### config.mk
export PLATFORM = sky130hd
export DESIGN_NAME = stage_sequencer
export DESIGN_NICKNAME = d
export VERILOG_FILES = /design/src/rtl/stage_sequencer.sv
export SDC_FILE = /design/constraint.sdc
export NUM_CORES = 1
export LEC_CHECK = 0
export CELL_PAD_IN_SITES_DETAIL_PLACEMENT = 1
export CELL_PAD_IN_SITES_GLOBAL_PLACEMENT = 1
export CORE_ASPECT_RATIO = 1.4
export CORE_UTILIZATION = 35
export DETAILED_ROUTE_END_ITERATION = 6
export GPL_TIMING_DRIVEN = 0
export PLACE_DENSITY = 0.77
export SYNTH_ARGS = -nofsm -noshare
export SYNTH_HDL_FRONTEND = slang
export SYNTH_SLANG_ARGS = --single-unit
### constraint.sdc
create_clock -name sysclk -period 1.7 [get_ports sysclk]
set_input_delay 0.34 -clock sysclk [delete_from_list [all_inputs] [get_ports sysclk]]
set_output_delay 0.34 -clock sysclk [all_outputs]
set_load 0.02 [all_outputs]
### src/rtl/stage_sequencer.sv
// One-hot stage enables for the multi-cycle CPU with run/halt, single-step and a counted retire; 1 cycle per stage, 5 per instruction.
// A mem_wait stall holds MEM one extra cycle per cycle asserted, up to STALL_TIMEOUT, then forces WB and latches a sticky timeout.
module stage_sequencer #(
    parameter int STALL_TIMEOUT = 255,
    parameter int CNT_W         = 32
) (
    input  logic             sysclk,
    input  logic             reset,
    input  logic             run,
    input  logic             step,
    input  logic             mem_wait,
    output logic             fclk,
    output logic             dclk,
    output logic             eclk,
    output logic             mclk,
    output logic             wclk,
    output logic             halted,
    output logic [CNT_W-1:0] retired,
    output logic             timeout
);

    typedef enum logic [5:0] {
        S_HALT   = 6'b000001,
        S_FETCH  = 6'b000010,
        S_DECODE = 6'b000100,
        S_EXEC   = 6'b001000,
        S_MEM    = 6'b010000,
        S_WB     = 6'b100000
    } state_t;

    localparam logic [15:0] STALL_LIMIT = 16'(STALL_TIMEOUT);

    state_t      state;
    state_t      state_nxt;
    logic [15:0] wait_cnt;
    logic [15:0] wait_cnt_nxt;
    logic        timeout_nxt;

    always_ff @(posedge sysclk) begin
        if (reset) begin
            state    <= S_HALT;
            wait_cnt <= '0;
            timeout  <= 1'b0;
        end else begin
            state    <= state_nxt;
            wait_cnt <= wait_cnt_nxt;
            timeout  <= timeout_nxt;
        end
    end

    always_comb begin
        state_nxt    = state;
        wait_cnt_nxt = wait_cnt;
        timeout_nxt  = timeout;
        case (state)
            S_HALT: begin
                if (!timeout && (run || step)) begin
                    state_nxt = S_FETCH;
                end
            end
            S_FETCH:  state_nxt = S_DECODE;
            S_DECODE: state_nxt = S_EXEC;
            S_EXEC: begin
                state_nxt    = S_MEM;
                wait_cnt_nxt = '0;
            end
            S_MEM: begin
                if (!mem_wait) begin
                    state_nxt = S_WB;
                end else if (wait_cnt < STALL_LIMIT) begin
                    wait_cnt_nxt = wait_cnt + 16'd1;
                end else begin
                    // Give up on the stalled access; the instruction still retires.
                    state_nxt   = S_WB;
                    timeout_nxt = 1'b1;
                end
            end
            S_WB: begin
                // timeout is already registered by the time WB is reached.
                if (run && !timeout) begin
                    state_nxt = S_FETCH;
                end else begin
                    state_nxt = S_HALT;
                end
            end
            default: state_nxt = S_HALT;
        endcase
    end

    always_ff @(posedge sysclk) begin
        if (reset) begin
            retired <= '0;
        end else if (state == S_WB) begin
            retired <= retired + CNT_W'(1);
        end
    end

    assign halted = state[0];
    assign fclk   = state[1];
    assign dclk   = state[2];
    assign eclk   = state[3];
    assign mclk   = state[4];
    assign wclk   = state[5];

endmodule
Word level (Yosys, flattened, before mapping). Index checks and enable logic that the tools add are counted.

$add $sub $neg: 2. $lt $le $gt $ge: 1. Equality and inequality tests: 10. Multiplexer cells: 8. Bitwise gates (word level): 1. Reductions and logical operators: 8.

Operator list (number): $pmux 6 s6 (1); $add 32x1->32 const B (1); $mux 16 (2); $pmux 16 s2 (1); $mux 6 (3); $add 16x1->16 const B (1); $lt 16x8->1 const B (1); $eq 6x1->1 const B (1); $eq 6x2->1 const B (1); $eq 6x3->1 const B (1); $eq 6x4->1 const B (1); $eq 6x5->1 const B (1); $eq 6x6->1 const B (1); $ne 2x2->1 const B (3); $reduce_and 3->1 (2); $ne 3x3->1 const B (1); $logic_and 1x1->1 (2); $mux 2 (1); $reduce_and 2->1 (1); $reduce_bool 2->1 (1); $logic_not 1->1 (1); $logic_or 1x1->1 (1); $not 1->1 (1).

Bits in registers: 55. Input bits: 5. Logic and storage cells: 34.

Logic depth before layout (Yosys ltp). Gate-level depths: netlist of the first run.

Depth in word-level cells: 4. Depth in mapped cells: 6. Mapped depth without buffers: 5.

Worst setup path after synthesis of the first run. No wires, ideal clock.

Path type: flip-flop to flip-flop. Start point: reg retired[8]. End point: reg retired[31]. Library setup time: 0.121 ns. Arrival time: 1.935 ns. Data required time: 1.579 ns. Path slack: -0.356 ns. Stages on the path, launching flop included: 6. Cell sequence: dfxtp_1 > nand4_1 > or4_1 > clkbuf_1 > nor4_1 > mux2_2.

Word-level cells in the longest chain between the ends: 1.

RTL lines: start: declaration (RTL line 18) `output logic [CNT_W-1:0] retired,`; start signal: assignment (RTL line 94) `retired <= retired + CNT_W'(1);`; $add 32x1->32 (RTL line 94).

No other way between the ends. A chain may end at the register's enable or synchronous reset.

Final worst setup path of the first run.
Start point: reg state[3]. End point: reg retired[28].

Word-level cells in the longest chain between the ends: 1.

RTL lines: start: declaration (RTL line 33) `state_t state;`; start signal: assignment (RTL line 45) `state <= state_nxt;`; $eq 6x6->1 (RTL line 93) `end else if (state == S_WB) begin`.

No other way between the ends.

==> impl_results.md, run 1 <==
- Drt first pass iters: 4
- Row cnt: 36
- Crit-path max FO: 6
- Buffers plus inverters on the worst setup path: 1
- # diodes: 0
- Max-slew violation count: 0
- Worst min path class: reg -> reg
- Clock sink count: between 50 and 60
- Drt wl/cell: 21.1 µm
- Slowest stage delay, CP: between 0.5 and 0.6 ns
- Clk_lat worst skew: about 0.32 ns
- Failing checks: negative setup slack
- Worst path depth: 5
- Routed Antenna Nets: 0
- Htree depth: 2
- Critical path's slowest cell: or4_4
- Critical path class: reg -> reg
- Post-detail-place hpwl: just over 5000 µm
- CP cell instances: nor4_4 > buf_6 > nand4_4 > or4_4 > a21oi_1
- Final Cycle Share: 116%
- Reg2Reg Depth: 5
- Largest net degree at the start of global routing: 16
- R2R Path Start: state[3]
- Most frequent cells in the layout: buf_4, dfxtp_1, dfxtp_4
- Max cap viols: 0
- Initial drt markers: approximately 120
- Ports: 44
- Post-synthesis cell count: 291
- Status: finished with violations
- Total Routing Usage GR: 24.8%
- Initial antenna violation count: 0
- Vias in the first global route: ~2800
- Crit path DAT: ~2.2 ns
- Avg Inst Size Synth: around 8.8 µm²
- Distinct cells, synth: 44
- Multi-input logic area: around 1800 µm²
- Layout cells sized above 1: 42.3%
- Start point of the critical path: state[3]
- Final worst setup slack: -0.275 ns
- Maximum vdd drop: 0.477 mV
- Seq/Total Area, Yosys: 42.8%
- CTS tree: yes
- Pwr/cell area: roughly 620 nW/µm²
- #FFs+latches synth: 55
- WHS: between 0.4 and 0.5 ns
- Fin util: between 60% and 70%
- PortBufs: 43
- Routability cong.: between 0.7 and 0.8
- YS warnings: 0
- Vias per inst: about 5.9
- TritonCTS buffer count: 5
- RSZ-0062 raised after global routing: true
- Relative slew slack: between 60% and 70%
- Syn Nets: 298
- Tmin final: roughly 2.0 ns
- Die Ht: between 100 and 150 µm
- Initial Util: 36.6%
- Synth Flop Type: dfxtp_1
- Post-synth ARST share: 0%
- CP required: a little under 2 ns
- First-pass GRT wire length: 14200 µm
- Worst Max-Slew Pin Slew: approximately 0.58 ns
- Leak: approximately 1.7 nW
- Setup-failing EPs final: 38
- Endpoint type of the worst setup path: flip-flop
- Top delay family on crit path: simple AND/OR/NAND/NOR gates
- Clock Path Buffers: 2
- Register area: 1190 µm²
- Total number of vias: 2814
- FMAX: a little over 500 MHz
- GRT overflow: 0
- Worst Hold Depth: 2
- Commonest non-fill, non-tap cell in the layout: buf_4
- Clock root cell: clkbuf_8
- Routed wire length: just over 10000 µm
- Total die area: about 7700 µm²
- Clk_skew: a little under 0.006 ns
- Core ar.: approximately 7000 µm²
- Tot Pwr: approximately 0.0026 W
- Die width: 74.4 µm
- Final Hold Vio Count: 0
- Cell Area, Synth: approximately 2600 µm²
- Hold Startpoint: wait_cnt[7]
- Area grow syn2layout: 65.8%
- Fill count: between 700 and 800
- Crit path launch type: flip-flop
- Nets: between 300 and 400
- Post-synth EDFFs: 0
- CTS Hold Bufs: 0
- Post-route DRC: 0
- Worst-path clk slew: approximately 0.10 ns
-- stage by stage --
stage               std cells  instance area, µm²  setup slack (ns)  setup TNS, ns
floorplan                 291                2780            -0.139          -1.07
global placement          429                3330            -0.378         -14.86
detailed placement        429                3330            -0.451         -18.10
CTS                       471                3940            -0.201          -3.09
global route              480                4260            -0.328          -8.40
finish                    480                4260            -0.275          -5.77
-- metal layers --
metal / track usage [%] / vias up / share of wire, %
met5: 0 / - / 0
li1: - / 1298 / -
met2: 47.5 / 84 / 55
met3: 3.20 / 34 / 3.4
met4: 11.9 / 0 / 4.9
met1: 25.9 / 1398 / 37
-- flip-flops by register name (all words and copies together), names as in the netlist --
signal    count
wait_cnt     16
timeout       1
state         6
retired      32
-- kinds of logic after synthesis --
kind of cell	synth area share, %
fa+ha+maj	0.973
flops	42.8
xor+xnor	2.38
compound gates	16.8
simple gates	30.8
buf+inv	3.80
mux	2.43
-- cells in the mapped netlist, types with 2 or more instances --
cell type / n / area share (%)
a21boi_0: 4 / 1.2
a21oi_1: 27 / 5.3
and2_1: 10 / 2.4
and3_1: 3 / 0.73
and4_1: 4 / 1.4
buf_2: 3 / 0.58
clkbuf_1: 12 / 1.8
dfxtp_1: 55 / 43
ha_1: 2 / 0.97
inv_1: 7 / 1.0
mux2_2: 2 / 0.88
mux2i_1: 4 / 1.6
nand2_1: 15 / 2.2
nand2b_1: 5 / 1.2
nand3_1: 15 / 2.9
nand4_1: 11 / 2.7
nand4b_1: 2 / 0.68
nor2_1: 11 / 1.6
nor2b_1: 6 / 1.5
nor4_1: 9 / 2.2
o211a_1: 2 / 0.78
o211ai_1: 2 / 0.58
o21ai_0: 12 / 2.3
o31ai_1: 17 / 5.0
or3_1: 8 / 1.9
or4_1: 20 / 5.8
xor2_1: 6 / 2.0
-- cell type report --
class | count | area share (%)
multi-input cells | 213 | 43.2
flip-flops and latches | 55 | 28.0
repair buffers | 86 | 18.9
plain buffers | 16 | 4.14
well taps | 95 | 2.79
clock buffers | 8 | 2.35
inverters | 7 | 0.616
-- power breakdown --
group          total [W]  internal (W)  switching, W
logic           0.000495      0.000231      0.000264
registers        0.00134       0.00129     0.0000516
clock network   0.000811      0.000373      0.000438
total            0.00265       0.00190      0.000754
-- worst paths after layout --
| check | end | slack, ns |
|---|---|---|
| worst max-delay path | retired[28] | -0.27 |
| worst max register to register | retired[28] | -0.27 |
| worst min register to register | wait_cnt[7] | 0.47 |
| worst min-delay path | wait_cnt[7] | 0.47 |
-- timing repair --
item,CTS,global route
setup buffers,33,7
gates cloned,4,2
endpoints found under the setup margin,57,52
resized for setup,81,68
pin swaps,41,22
-- worst register-to-register path, cell delays in order, from the launching register on --
cell,delay (ns)
dfxtp_4,0.38
nor4_4,0.43
buf_6,0.19
nand4_4,0.18
or4_4,0.57
a21oi_1,0.16
(Power assumes the default switching activity.)
==> run 2, diff against run 1 <==
Settings changed: CORE_UTILIZATION 35 to 36, CTS_CLUSTER_DIAMETER set to 60, PLACE_DENSITY 0.77 to 0.79.
==> run 2 against run 1 <==
Net effect: the run still ends with negative setup slack left; fmax rose by 1.4%; first-iteration DRC count decreased by 3.3%; sequential cell count unchanged; sequential share of layout area grew 0.73 points; non-clock buffer count is 4 lower; critical path depth rose by 3; critical endpoint is now wait_cnt[4]; via count fell by 1.5%; global-route usage fell by 0.56 points; setup slack improved by 0.028 ns; register-to-register slack better by 0.03 ns; clock skew rose by 0.016 ns.
==> impl_results.md, run 2 (synthesis gave the netlist of run 1 again) <==
- Status: finished with violations
- Failing checks: negative setup slack
- GRT busiest layer: met2
- TritonCTS buffer count: 5 (unchanged)
- Critical path class: reg -> reg
- Post-route DRC: 0 (unchanged)
- Initial drt markers: 117 (-3.3%)
- Routability cong.: 0.733 (-4.8%)
- Initial antenna violation count: 0 (unchanged)
- Clk_lat worst skew: 0.33 ns (about the same)
- Tot Pwr: 0.00283 W (+6.7%)
- Area grow syn2layout: 60.4%
- CP required: 1.90 ns (-0.04 ns)
- Clock power frac: 30.3% (-0.3 points)
- Htree depth: 2 (unchanged)
- CTS tree: yes
- Post-detail-place hpwl: 5230 µm (+1.4%)
- Max cap viols: 0 (unchanged)
- GRT met3 Usage: 2.66% (-0.53 points)
- Nets: 387 (-1.0%)
- # diodes: 0 (unchanged)
- Drt wl/cell: 21.5 µm (+2.1%)
- Tmin final: 1.95 ns (-0.0282 ns)
- Fill count: 784 (-0.88%)
- Routed Antenna Nets: 0 (unchanged)
- Max reg flops: 32 (unchanged)
- Layout cells sized above 1: 38.3% (-4.0 points)
- Clock root cell: clkbuf_8
- GRT overflow: 0 (unchanged)
- Commonest non-fill, non-tap cell in the layout: buf_4
- Leak: 1.61 nW (-2.9%)
- Routed wire length: 10200 µm (+1.2%)
- Final Cycle Share: 115% (-1.7 points)
- Setup-failing EPs final: 35 (-7.9%)
- Vias in the first global route: 2799 (+0.65%)
- PortBufs: 43 (unchanged)
- Most frequent cells in the layout: buf_4, dfxtp_1, dlygate4sd2_1
- Die width: 73.4 µm (-1.4%)
- Ports: 44 (unchanged)
- Endpoint type of the worst setup path: flip-flop
- Vias per inst: 5.83 (-0.63%)
- Pwr/cell area: 685 nW/µm² (+10%)
- Biggest regs: retired x32, wait_cnt x16, state x6
- Worst min path class: reg -> reg
- Core ar.: 6940 µm² (-1.3%)
- Largest net degree at the start of global routing: 16 (unchanged)
- Total number of vias: 2773 (-1.5%)
- Worst-path clk slew: 0.11 ns (about the same)
- Relative slew slack: 63.4% (+1.8 points)
- CTS Hold Bufs: 0 (unchanged)
- Reg power frac: 47.5% (-3.2 points)
- Met2 Resource Use GR: 46.8% (-0.74 points)
- Die Ht: 102 µm (-1.4%)
- Fin util: 59.5% (-1.2 points)
- Switching share of power: 29.8% (+1.4 points)
- Clock Path Buffers: 2 (unchanged)
- Int Pwr: 0.00198 W (+4.6%)
- Crit path launch type: flip-flop
- Total die area: 7490 µm² (-2.7%)
- WHS: 0.477 ns (+0.00593 ns)
- First-pass GRT wire length: 13800 µm (-2.7%)
- Sw Pwr: 0.000843 W (+12%)
- Total Routing Usage GR: 24.2% (-0.56 points)
- M1 GR Usage: 25.5% (-0.45 points)
- Final Hold Vio Count: 0 (unchanged)
- RSZ-0062 raised after global routing: true
- Max-slew violation count: 0 (unchanged)
- Top reg by flops: retired
- Worst Max-Slew Pin Slew: 0.548 ns (-0.0272 ns)
- Crit path DAT: 2.15 ns (-0.07 ns)
- Clk_skew: 0.0220 ns (+0.0162 ns)
- Maximum vdd drop: 0.466 mV (-2.2%)
- Row cnt: 36 (unchanged)
- Final worst setup slack: -0.247 ns (+0.0282 ns)
- Initial Util: 37.1% (+0.48 points)
- FMAX: 514 MHz (+1.4%)
- Crit-path max FO: 5 (-1)
- Clock sink count: 55 (unchanged)
- Gate power share: 22.1% (+3.4 points)
- Drt first pass iters: 4 (unchanged)
## run 2: cell types whose count changed in the layout (fill, tap and decap cells not counted), sizes merged
cell           change
dlygate4sd2        +4
dlymetal6s2s       -2
clkdlybuf4s50      -2
buf                -4
## run 2: repair_timing
| action | 4_1_cts | 5_1_grt |
|---|---|---|
| setup buffers | 26 | 11 |
| gates cloned | 3 | 2 |
| endpoints found under the setup margin | 58 | 58 |
| resized for setup | 63 | 61 |
| pin swaps | 26 | 23 |
## run 2: per-layer routing
| layer | up-vias | wire length (µm) |
|---|---|---|
| li1 | 1277 | - |
| met1 | 1392 | 3690 |
| met2 | 74 | 5780 |
| met3 | 30 | 304 |
| met4 | 0 | 452 |
| met5 | - | 0 |
## run 2: final cells by class
class	instances	area, µm²	area share (%)
multi-input combinational	213	1760	42.6
sequential	55	1180	28.7
timing repair buffer	84	787	19.1
buffer	14	151	3.67
tap	95	119	2.88
clock buffer	8	100	2.43
inverter	7	26.3	0.637
## run 2: power groups by stage
stage	combinational, W	clock, W	sequential [W]
finish	0.000626	0.000857	0.00134
global placement	0.000314	0	0.00139
floorplan	0.000185	0	0.00141
detailed placement	0.000320	0	0.00139
global route	0.000664	0.000890	0.00135
CTS	0.000484	0.000840	0.00135
## run 2: critical path, cell delays in order (launching register included)
cell and delay (ns):
dfxtp_4 0.37, nor4_4 0.25, buf_4 0.19, buf_6 0.14
buf_12 0.11, nand3_4 0.10, clkbuf_8 0.19, o31ai_1 0.34
a21boi_1 0.12
## run 2: worst paths after layout
kind                startpoint           end  slack, ns  cells after the start
setup reg to reg      state[1]   wait_cnt[4]      -0.25                      8
hold reg to reg   wait_cnt[13]  wait_cnt[13]       0.48                      1
setup / recovery      state[1]   wait_cnt[4]      -0.25                      8
hold / removal    wait_cnt[13]  wait_cnt[13]       0.48                      1
## run 2: through the flow
stage	worst slack [ns]	area [µm²]	instances	setup TNS, ns
final	-0.247	4120	476	-4.67
after floorplan	-0.139	2780	291	-1.07
after global routing	-0.277	4120	476	-7.12
after global placement	-0.383	3330	429	-14.66
after CTS	-0.232	3800	465	-3.70
after detailed placement	-0.431	3330	429	-15.38
